### config.mk
export PLATFORM = sky130hd
export DESIGN_NAME = stack_op_issuer
export DESIGN_NICKNAME = d
export VERILOG_FILES = /design/src/rtl/stack_op_issuer.sv
export SDC_FILE = /design/constraint.sdc
export NUM_CORES = 1
export LEC_CHECK = 0
export ABC_AREA = 1
export CORE_AREA = 2 2 164 150
export CTS_CLUSTER_SIZE = 16
export DETAILED_ROUTE_END_ITERATION = 7
export DIE_AREA = 0 0 166 152
export PLACE_DENSITY = 0.8
export SLEW_MARGIN = 20
export SYNTH_ARGS = -nofsm -noshare
export SYNTH_HDL_FRONTEND = slang
export SYNTH_SLANG_ARGS = --single-unit
### constraint.sdc
create_clock -name clk -period 2.2 [get_ports clk]
set_input_delay 0.44 -clock clk [delete_from_list [all_inputs] [get_ports clk]]
set_output_delay 0.44 -clock clk [all_outputs]
set_load 0.02 [all_outputs]
### src/rtl/stack_op_issuer.sv
// Issue-side controller for the hardware operand stack: decodes stack-machine
// instructions, drives the stack's pop/push strobes and emits popped words downstream.
module stack_op_issuer #(
   parameter int WORD_W = 35,
   parameter int SP_W   = 11
) (
   input  logic              clk,
   input  logic              rst_b,
   input  logic              ins_valid,
   output logic              ins_ready,
   input  logic [3:0]        ins_op,
   input  logic [WORD_W-1:0] ins_imm,
   input  logic [WORD_W-1:0] st__top_0,
   input  logic [WORD_W-1:0] st__top_1,
   output logic              st__push,
   output logic [SP_W-1:0]   st__to_pop,
   output logic [WORD_W-1:0] st__to_push,
   output logic              out_valid,
   output logic [WORD_W-1:0] out_data,
   input  logic              out_ready,
   output logic              err,
   output logic [SP_W:0]     depth
);

   localparam logic [SP_W:0] MAX_DEPTH = {1'b0, {SP_W{1'b1}}};

   localparam logic [3:0] OP_NOP   = 4'h0;
   localparam logic [3:0] OP_PUSH  = 4'h1;
   localparam logic [3:0] OP_DROP  = 4'h2;
   localparam logic [3:0] OP_DUP   = 4'h3;
   localparam logic [3:0] OP_OVER  = 4'h4;
   localparam logic [3:0] OP_ADD   = 4'h5;
   localparam logic [3:0] OP_SUB   = 4'h6;
   localparam logic [3:0] OP_AND   = 4'h7;
   localparam logic [3:0] OP_OR    = 4'h8;
   localparam logic [3:0] OP_XOR   = 4'h9;
   localparam logic [3:0] OP_DROPN = 4'hA;
   localparam logic [3:0] OP_OUT   = 4'hB;

   typedef enum logic [1:0] {IDLE, EXEC, SETTLE, EMIT} state_e;

   state_e              state_q, state_d;
   logic                push_q, push_d;
   logic [SP_W-1:0]     to_pop_q, to_pop_d;
   logic [WORD_W-1:0]   to_push_q, to_push_d;
   logic                out_valid_q, out_valid_d;
   logic [WORD_W-1:0]   out_data_q, out_data_d;
   logic                err_q, err_d;
   logic [SP_W:0]       depth_q, depth_d;

   logic [SP_W:0]       need_depth;
   logic [SP_W-1:0]     pop_n;
   logic                do_push;
   logic [WORD_W-1:0]   push_val;
   logic                op_legal;
   logic                underflow;
   logic                overflow;
   logic                reject;

   // Decode: tops are trustworthy whenever the FSM sits in IDLE.
   always_comb begin
      need_depth = '0;
      pop_n      = '0;
      do_push    = 1'b0;
      push_val   = '0;
      op_legal   = 1'b1;
      case (ins_op)
         OP_NOP: ;
         OP_PUSH: begin
            do_push  = 1'b1;
            push_val = ins_imm;
         end
         OP_DROP: begin
            need_depth = (SP_W+1)'(1);
            pop_n      = SP_W'(1);
         end
         OP_DUP: begin
            need_depth = (SP_W+1)'(1);
            do_push    = 1'b1;
            push_val   = st__top_0;
         end
         OP_OVER: begin
            need_depth = (SP_W+1)'(2);
            do_push    = 1'b1;
            push_val   = st__top_1;
         end
         OP_ADD, OP_SUB, OP_AND, OP_OR, OP_XOR: begin
            need_depth = (SP_W+1)'(2);
            pop_n      = SP_W'(2);
            do_push    = 1'b1;
            case (ins_op)
               OP_ADD:  push_val = st__top_1 + st__top_0;
               OP_SUB:  push_val = st__top_1 - st__top_0;
               OP_AND:  push_val = st__top_1 & st__top_0;
               OP_OR:   push_val = st__top_1 | st__top_0;
               default: push_val = st__top_1 ^ st__top_0;
            endcase
         end
         OP_DROPN: begin
            pop_n      = ins_imm[SP_W-1:0];
            need_depth = {1'b0, ins_imm[SP_W-1:0]};
         end
         OP_OUT: need_depth = (SP_W+1)'(1);
         default: op_legal = 1'b0;
      endcase
   end

   // Only pure pushes can grow the stack; binary ops pop two before pushing one.
   assign underflow = (depth_q < need_depth);
   assign overflow  = do_push && (pop_n == '0) && (depth_q == MAX_DEPTH);
   assign reject    = !op_legal || underflow || overflow;

   always_comb begin
      state_d     = state_q;
      push_d      = 1'b0;
      to_pop_d    = '0;
      to_push_d   = '0;
      out_valid_d = out_valid_q;
      out_data_d  = out_data_q;
      err_d       = err_q;
      depth_d     = depth_q;
      ins_ready   = 1'b0;
      case (state_q)
         IDLE: begin
            ins_ready = 1'b1;
            if (ins_valid) begin
               if (reject) begin
                  err_d = 1'b1;
               end else if (ins_op == OP_OUT) begin
                  state_d     = EMIT;
                  out_valid_d = 1'b1;
                  out_data_d  = st__top_0;
               end else if (ins_op != OP_NOP) begin
                  state_d   = EXEC;
                  push_d    = do_push;
                  to_pop_d  = pop_n;
                  to_push_d = push_val;
               end
            end
         end
         EXEC: begin
            depth_d = depth_q - {1'b0, to_pop_q} + {{SP_W{1'b0}}, push_q};
            state_d = SETTLE;
         end
         SETTLE: state_d = IDLE;
         EMIT: begin
            if (out_ready) begin
               out_valid_d = 1'b0;
               to_pop_d    = SP_W'(1);
               state_d     = EXEC;
            end
         end
         default: state_d = IDLE;
      endcase
   end

   always_ff @(posedge clk or negedge rst_b) begin
      if (!rst_b) begin
         state_q     <= IDLE;
         push_q      <= 1'b0;
         to_pop_q    <= '0;
         to_push_q   <= '0;
         out_valid_q <= 1'b0;
         out_data_q  <= '0;
         err_q       <= 1'b0;
         depth_q     <= '0;
      end else begin
         state_q     <= state_d;
         push_q      <= push_d;
         to_pop_q    <= to_pop_d;
         to_push_q   <= to_push_d;
         out_valid_q <= out_valid_d;
         out_data_q  <= out_data_d;
         err_q       <= err_d;
         depth_q     <= depth_d;
      end
   end

   assign st__push    = push_q;
   assign st__to_pop  = to_pop_q;
   assign st__to_push = to_push_q;
   assign out_valid   = out_valid_q;
   assign out_data    = out_data_q;
   assign err         = err_q;
   assign depth       = depth_q;

   a_strobe_in_exec: assert property (@(posedge clk) disable iff (!rst_b)
      (push_q || (to_pop_q != '0)) |-> (state_q == EXEC));
   a_depth_bound: assert property (@(posedge clk) disable iff (!rst_b)
      depth_q <= MAX_DEPTH);

endmodule

After elaboration in Yosys (flattened, before gate mapping)
Cells that the tools add are included.
W data, S select, Z words.
Storage, ports and cells
  bits in registers: 98
  bits of input ports: 113
  output and inout port bits: 97
  word-level logic and storage cells: 90
Operators by class
  $add $sub $neg: 4
  magnitude comparators: 1
  eq/ne operators: 20
  muxes and demuxes: 34
  bitwise logic cells: 4
  reductions and logical operators: 19
Operator list (count)
  $pmux W35 S4: 2
  $mux W35: 5
  $pmux W11 S3: 2
  $mux W11: 4
  $add A35 B35 Y35: 1
  $and A35 B35 Y35: 1
  $or A35 B35 Y35: 1
  $sub A35 B35 Y35: 1
  $xor A35 B35 Y35: 1
  $pmux W11 S2: 1
  $eq A4 B3 Y1 const B: 4
  $eq A4 B4 Y1 const B: 4
  $mux W1: 13
  $add A12 B1 Y12: 1
  $eq A12 B11 Y1 const B: 1
  $lt A12 B12 Y1: 1
  $reduce_or A12 Y1: 1
  $sub A12 B11 Y12: 1
  $logic_not A11 Y1: 1
  $mux W2: 5
  $eq A4 B2 Y1 const B: 2
  $ne A2 B2 Y1 const B: 4
  $pmux W2 S4: 1
  $reduce_and A4 Y1: 2
  19 further kinds: 22

Logic depth before layout (Yosys ltp)
  word-level depth: 10
  gate-level depth with buffers: 28
  depth with buffers taken out: 28

Least setup slack after synthesis
OpenSTA, ideal clock, no wires.
  kind: input port to flip-flop
  start: input st__top_0[1]
  end: register to_push_q[34], in the netlist st__to_push[34]
  library setup time: 0.122 ns
  data arrival time: 3.112 ns
  required time: 2.078 ns
  path slack: -1.035 ns
  cell stages on the path: 21
  buffers on the path: 0
  cell sequence: inv_1 > ha_1 > nand3_1 > nor2_1 > nand3_1 > o21ai_0 > o21ai_0 > a21oi_1 > xor2_1 > ha_1 > nand2_1 > nor3_1 > inv_1 > nor3_1 > nand3_1 > nand3_1 > nand2_1 > nand3_1 > nand2_1 > nand2_1 > a21oi_1
On the way
  word-level cells in the longest chain between the ends: 8
  elaborated cells on any way between the ends: 9
  classes of those cells: 2 x add/sub; 7 x mux
RTL lines
  start, declared: line 13  | input logic [WORD_W-1:0] st__top_0,
  $sub A35 B35 Y35 / $add A35 B35 Y35 (equally long branches): line 93, 92
  $pmux W35 S4 *: line 91  | case (ins_op)
  $pmux W35 S4 *: line 67  | case (ins_op)
  $mux W35 *: line 133  | end else if (ins_op != OP_NOP) begin
  $mux W35 *: line 129  | end else if (ins_op == OP_OUT) begin
  $mux W35 *: line 127  | if (reject) begin
  $mux W35 *: line 126  | if (ins_valid) begin
  $mux W35 *: line 123  | case (state_q)
  named net to_push_d[34]: line 45  | logic [WORD_W-1:0] to_push_q, to_push_d;
  end signal, assigned: line 171  | to_push_q <= to_push_d;
  end, declared: line 45
Mark *: on every way through the listed nets, which the timed path passes. The rest lies on a longest branch.
A chain may end at the register's enable or synchronous reset.

Worst setup path in the final report
  start: input st__top_0[0]
  end: register to_push_q[14], in the netlist st__to_push[14]
The elaborated chain is that of the path after synthesis.

==> reports/qor.txt <==
DRC -> 0
remaining antenna violation count -> 0
Synth area leader -> dfrtp_1
FF+latch count, synth -> 98
Initial Util -> 44.2%
Hold/Removal Path Class -> reg -> reg
Mean Syn Cell Area -> 6.71 µm²
Rows -> 54
sequential share of power -> 20.1%
GPL Wtd Cong -> 0.988
Max H-tree Level -> 3
largest fanout on the critical path -> 3
Final period util -> 160%
Synth Instances -> 1,563
maximum vdd ir drop -> 0.866 mV
power per cell area -> 688 nW/µm²
Critical Path AT -> 3.77 ns
Distinct cells, synth -> 43
endpoint of the worst hold path -> out_valid$_DFFE_PN0P_
final setup violation count -> 86
Startpoint Class -> input pin
fraction of layout cells with a size suffix above 1 -> 42.2%
Final Hold Slack -> 0.484 ns
CP max stage cell -> o31ai_4
Tmin final -> 3.52 ns
slew margin rel. -> 63.4%
port buffer count -> 209
detailed placement HPWL -> 36.7 mm
Hold Path Origin -> out_valid$_DFFE_PN0P_
Synth area leaders -> dfrtp_1 23%, ha_1 17%, nand2_1 13%, inv_1 7.7%, a21oi_1 5.2%
Post-synth top flop -> dfrtp_1
drt pass-1 iters -> 8
Net Switching -> 0.00612 W
sequential area share after synthesis -> 23.4%
ANT cells -> 0
Place WS -> -2.22 ns
failing checks -> negative setup slack
Top Ports -> 210
TritonCTS buffer count -> 9
placed cell areas -> 15,700 µm²
Clock Path Buffers -> 2
Int Pwr -> 0.00712 W
number of global-route vias before repair -> 14,500
grt total ovfl -> 0
total core area -> 23,700 µm²
Clock power frac -> 14.1%
ys async rst share -> 100%
CTS tree -> done
final hold vios -> 0
CTS root buffer -> clkbuf_16
Worst-path clk slew -> 0.09 ns
antenna violations before repair -> 1
R2R depth -> 11
clk_skew -> 0.0105 ns
CP max stage delay -> 0.33 ns
Clock Sinks -> 98
CP required -> 2.46 ns
EDFF count, synth -> 0
die area -> 25,200 µm²
Worst setup EP type -> register
initial DRC count -> 1,908
most common cell in the netlist -> nand2_1
DP Cell Count -> 2,351
static leakage -> 9.06 nW
Synth Warn # -> 0
kind of critical path -> in -> reg
WL per Instance -> 23.5 µm
largest net degree at the start of global routing -> 48
outcome -> complete, but fails checks
via count -> 15,200
via-per-instance ratio -> 6.13
Post-synth top cells -> 365 x nand2_1, 215 x inv_1, 140 x ha_1, 140 x nor2_1, 109 x a21oi_1
fin area -> 19,200 µm²
All-Layer GR Usage -> 39.0%
first-pass GRT wire length -> 78.3 mm
Highest Clock Rate -> 284 MHz
RSZ-0062 raised after global routing -> true
Slew Viols, Final -> 0
combinational group share of total power -> 65.8%
r2r setup slk -> 0 ns
Routed WL -> 58.1 mm
worst skew pair latency -> 0.37 ns
Hold Path Stages -> 2
fin nets -> 2,417
chip height -> 152 µm
Die X -> 166 µm
reg-to-reg endpoint -> out_data[9]$_DFFE_PN0P_
Synth top area share -> 23.4%
post-synth net total -> 1,818
Cell Count, Final, Fillers Out -> 2,475
Post-Syn Area -> 10,500 µm²
Max-Cap Viols -> 0
RR Startpoint -> depth[9]$_DFFE_PN0P_
Final WS setup -> -1.32 ns
worst slew pin tran -> 0.549 ns
area delta synth->final -> 83.2%
Switching Fraction -> 46.2%
registers in the layout (all words and copies together) (netlist names):
signal,flops
depth,12
err,1
out_data,35
out_valid,1
st__push,1
st__to_pop,11
st__to_push,35
state_q,2
critical path, delay by kind of cell:
family          cells  cell delay [ns]
buf+inv             8             0.88
compound gates      2             0.39
fa+ha+maj           2             0.48
simple gates       12             1.31
xor+xnor            1             0.27
cell families after synthesis:
group / Yosys count / share of synthesized area, %
adders and majority gates: 142 / 17.1
AOI/OAI and AO/OA: 347 / 19.4
and+or+nand+nor: 666 / 26.7
xor gates and xnor gates: 40 / 3.34
DFF: 98 / 23.4
buffers and inverters: 270 / 10.2
placed cells by master, fill, tap and decap left out, types with 6 or more instances in the layout:
master,netlist,layout
clkdlybuf4s50_1,0,182
a21oi_4,0,20
nand2_4,2,42
xor2_1,36,30
a21oi_2,26,53
or2_2,18,15
o21ai_1,37,53
nand3_2,0,30
nand2_2,2,64
a21oi_1,109,62
nand3_1,78,37
nand2_8,0,9
ha_1,140,103
o21ai_4,1,6
nor3_2,0,13
buf_4,6,364
nand3_4,0,11
nor2_1,140,70
o21ai_0,87,54
dfrtp_1,98,96
nor2_2,2,28
nand2_1,365,254
nor3_4,0,6
nor3_1,27,8
buf_6,3,42
inv_1,215,182
dlygate4sd2_1,0,13
a211oi_1,13,11
nor2_4,0,44
clkbuf_16,0,10
ha_4,0,34
o211ai_1,9,9
o22ai_1,34,34
buf_12,0,14
inv_2,9,35
o21ai_2,0,12
nand4_1,22,22
power groups by stage:
stage               registers (W)  clock network (W)  logic (W)
floorplan                 0.00318                  0    0.00320
global placement          0.00265                  0    0.00672
detailed placement        0.00266                  0    0.00692
CTS                       0.00264            0.00184    0.00757
global route              0.00270            0.00190    0.00924
finish                    0.00266            0.00186    0.00871
layer usage:
layer  up-vias  track usage, %  wire length (µm)
met5         -               0                13
li1       6370               -                 -
met3       412            7.84              6360
met2      1215            63.3             25800
met4         2            16.9              4260
met1      7183            50.4             21700
worst max path at each step:
| stage | startpoint | endpoint | slack (ns) |
|---|---|---|---|
| 2_1_floorplan | st__top_0[0] | st__to_push[33]$_DFF_PN0_ | -0.78 |
| 5_1_grt | st__top_0[0] | st__to_push[31]$_DFF_PN0_ | -1.37 |
| 4_1_cts | st__top_0[1] | st__to_push[33]$_DFF_PN0_ | -1.00 |
| 6_report | st__top_0[0] | st__to_push[14]$_DFF_PN0_ | -1.32 |
| 3_3_place_gp | st__top_0[0] | st__to_push[33]$_DFF_PN0_ | -2.27 |
| 3_5_place_dp | st__top_0[0] | st__to_push[34]$_DFF_PN0_ | -2.22 |
through the flow:
step / power [W] / utilization (%) / setup TNS [ns]
floorplan: 0.00638 / - / -18.78
global placement: 0.00937 / 66.4 / -109.47
detailed placement: 0.00959 / 66.4 / -111.98
CTS: 0.0120 / 75.8 / -29.43
global route: 0.0138 / 81.1 / -61.31
finish: 0.0132 / 81.1 / -53.99
cell type report:
cell class              count  area [µm²]
fillers                  1366        4490
inverters                 227         913
clock buffers              10         239
repair buffers            629        5630
flip-flops and latches     98        2450
repair inverters            2        22.5
well taps                 308         385
multi-input cells        1195        9500
clock inverters             6        82.6
repair_timing:
action,4_1_cts,5_1_grt
endpoints found under the hold margin,20,0
gates resized for setup,390,223
cloned,5,1
pin swaps,149,183
endpoints found under the setup margin,88,92
buffers inserted,70,35
hold buffers,1,0
No activity file was read; power rests on OpenSTA's default activity.
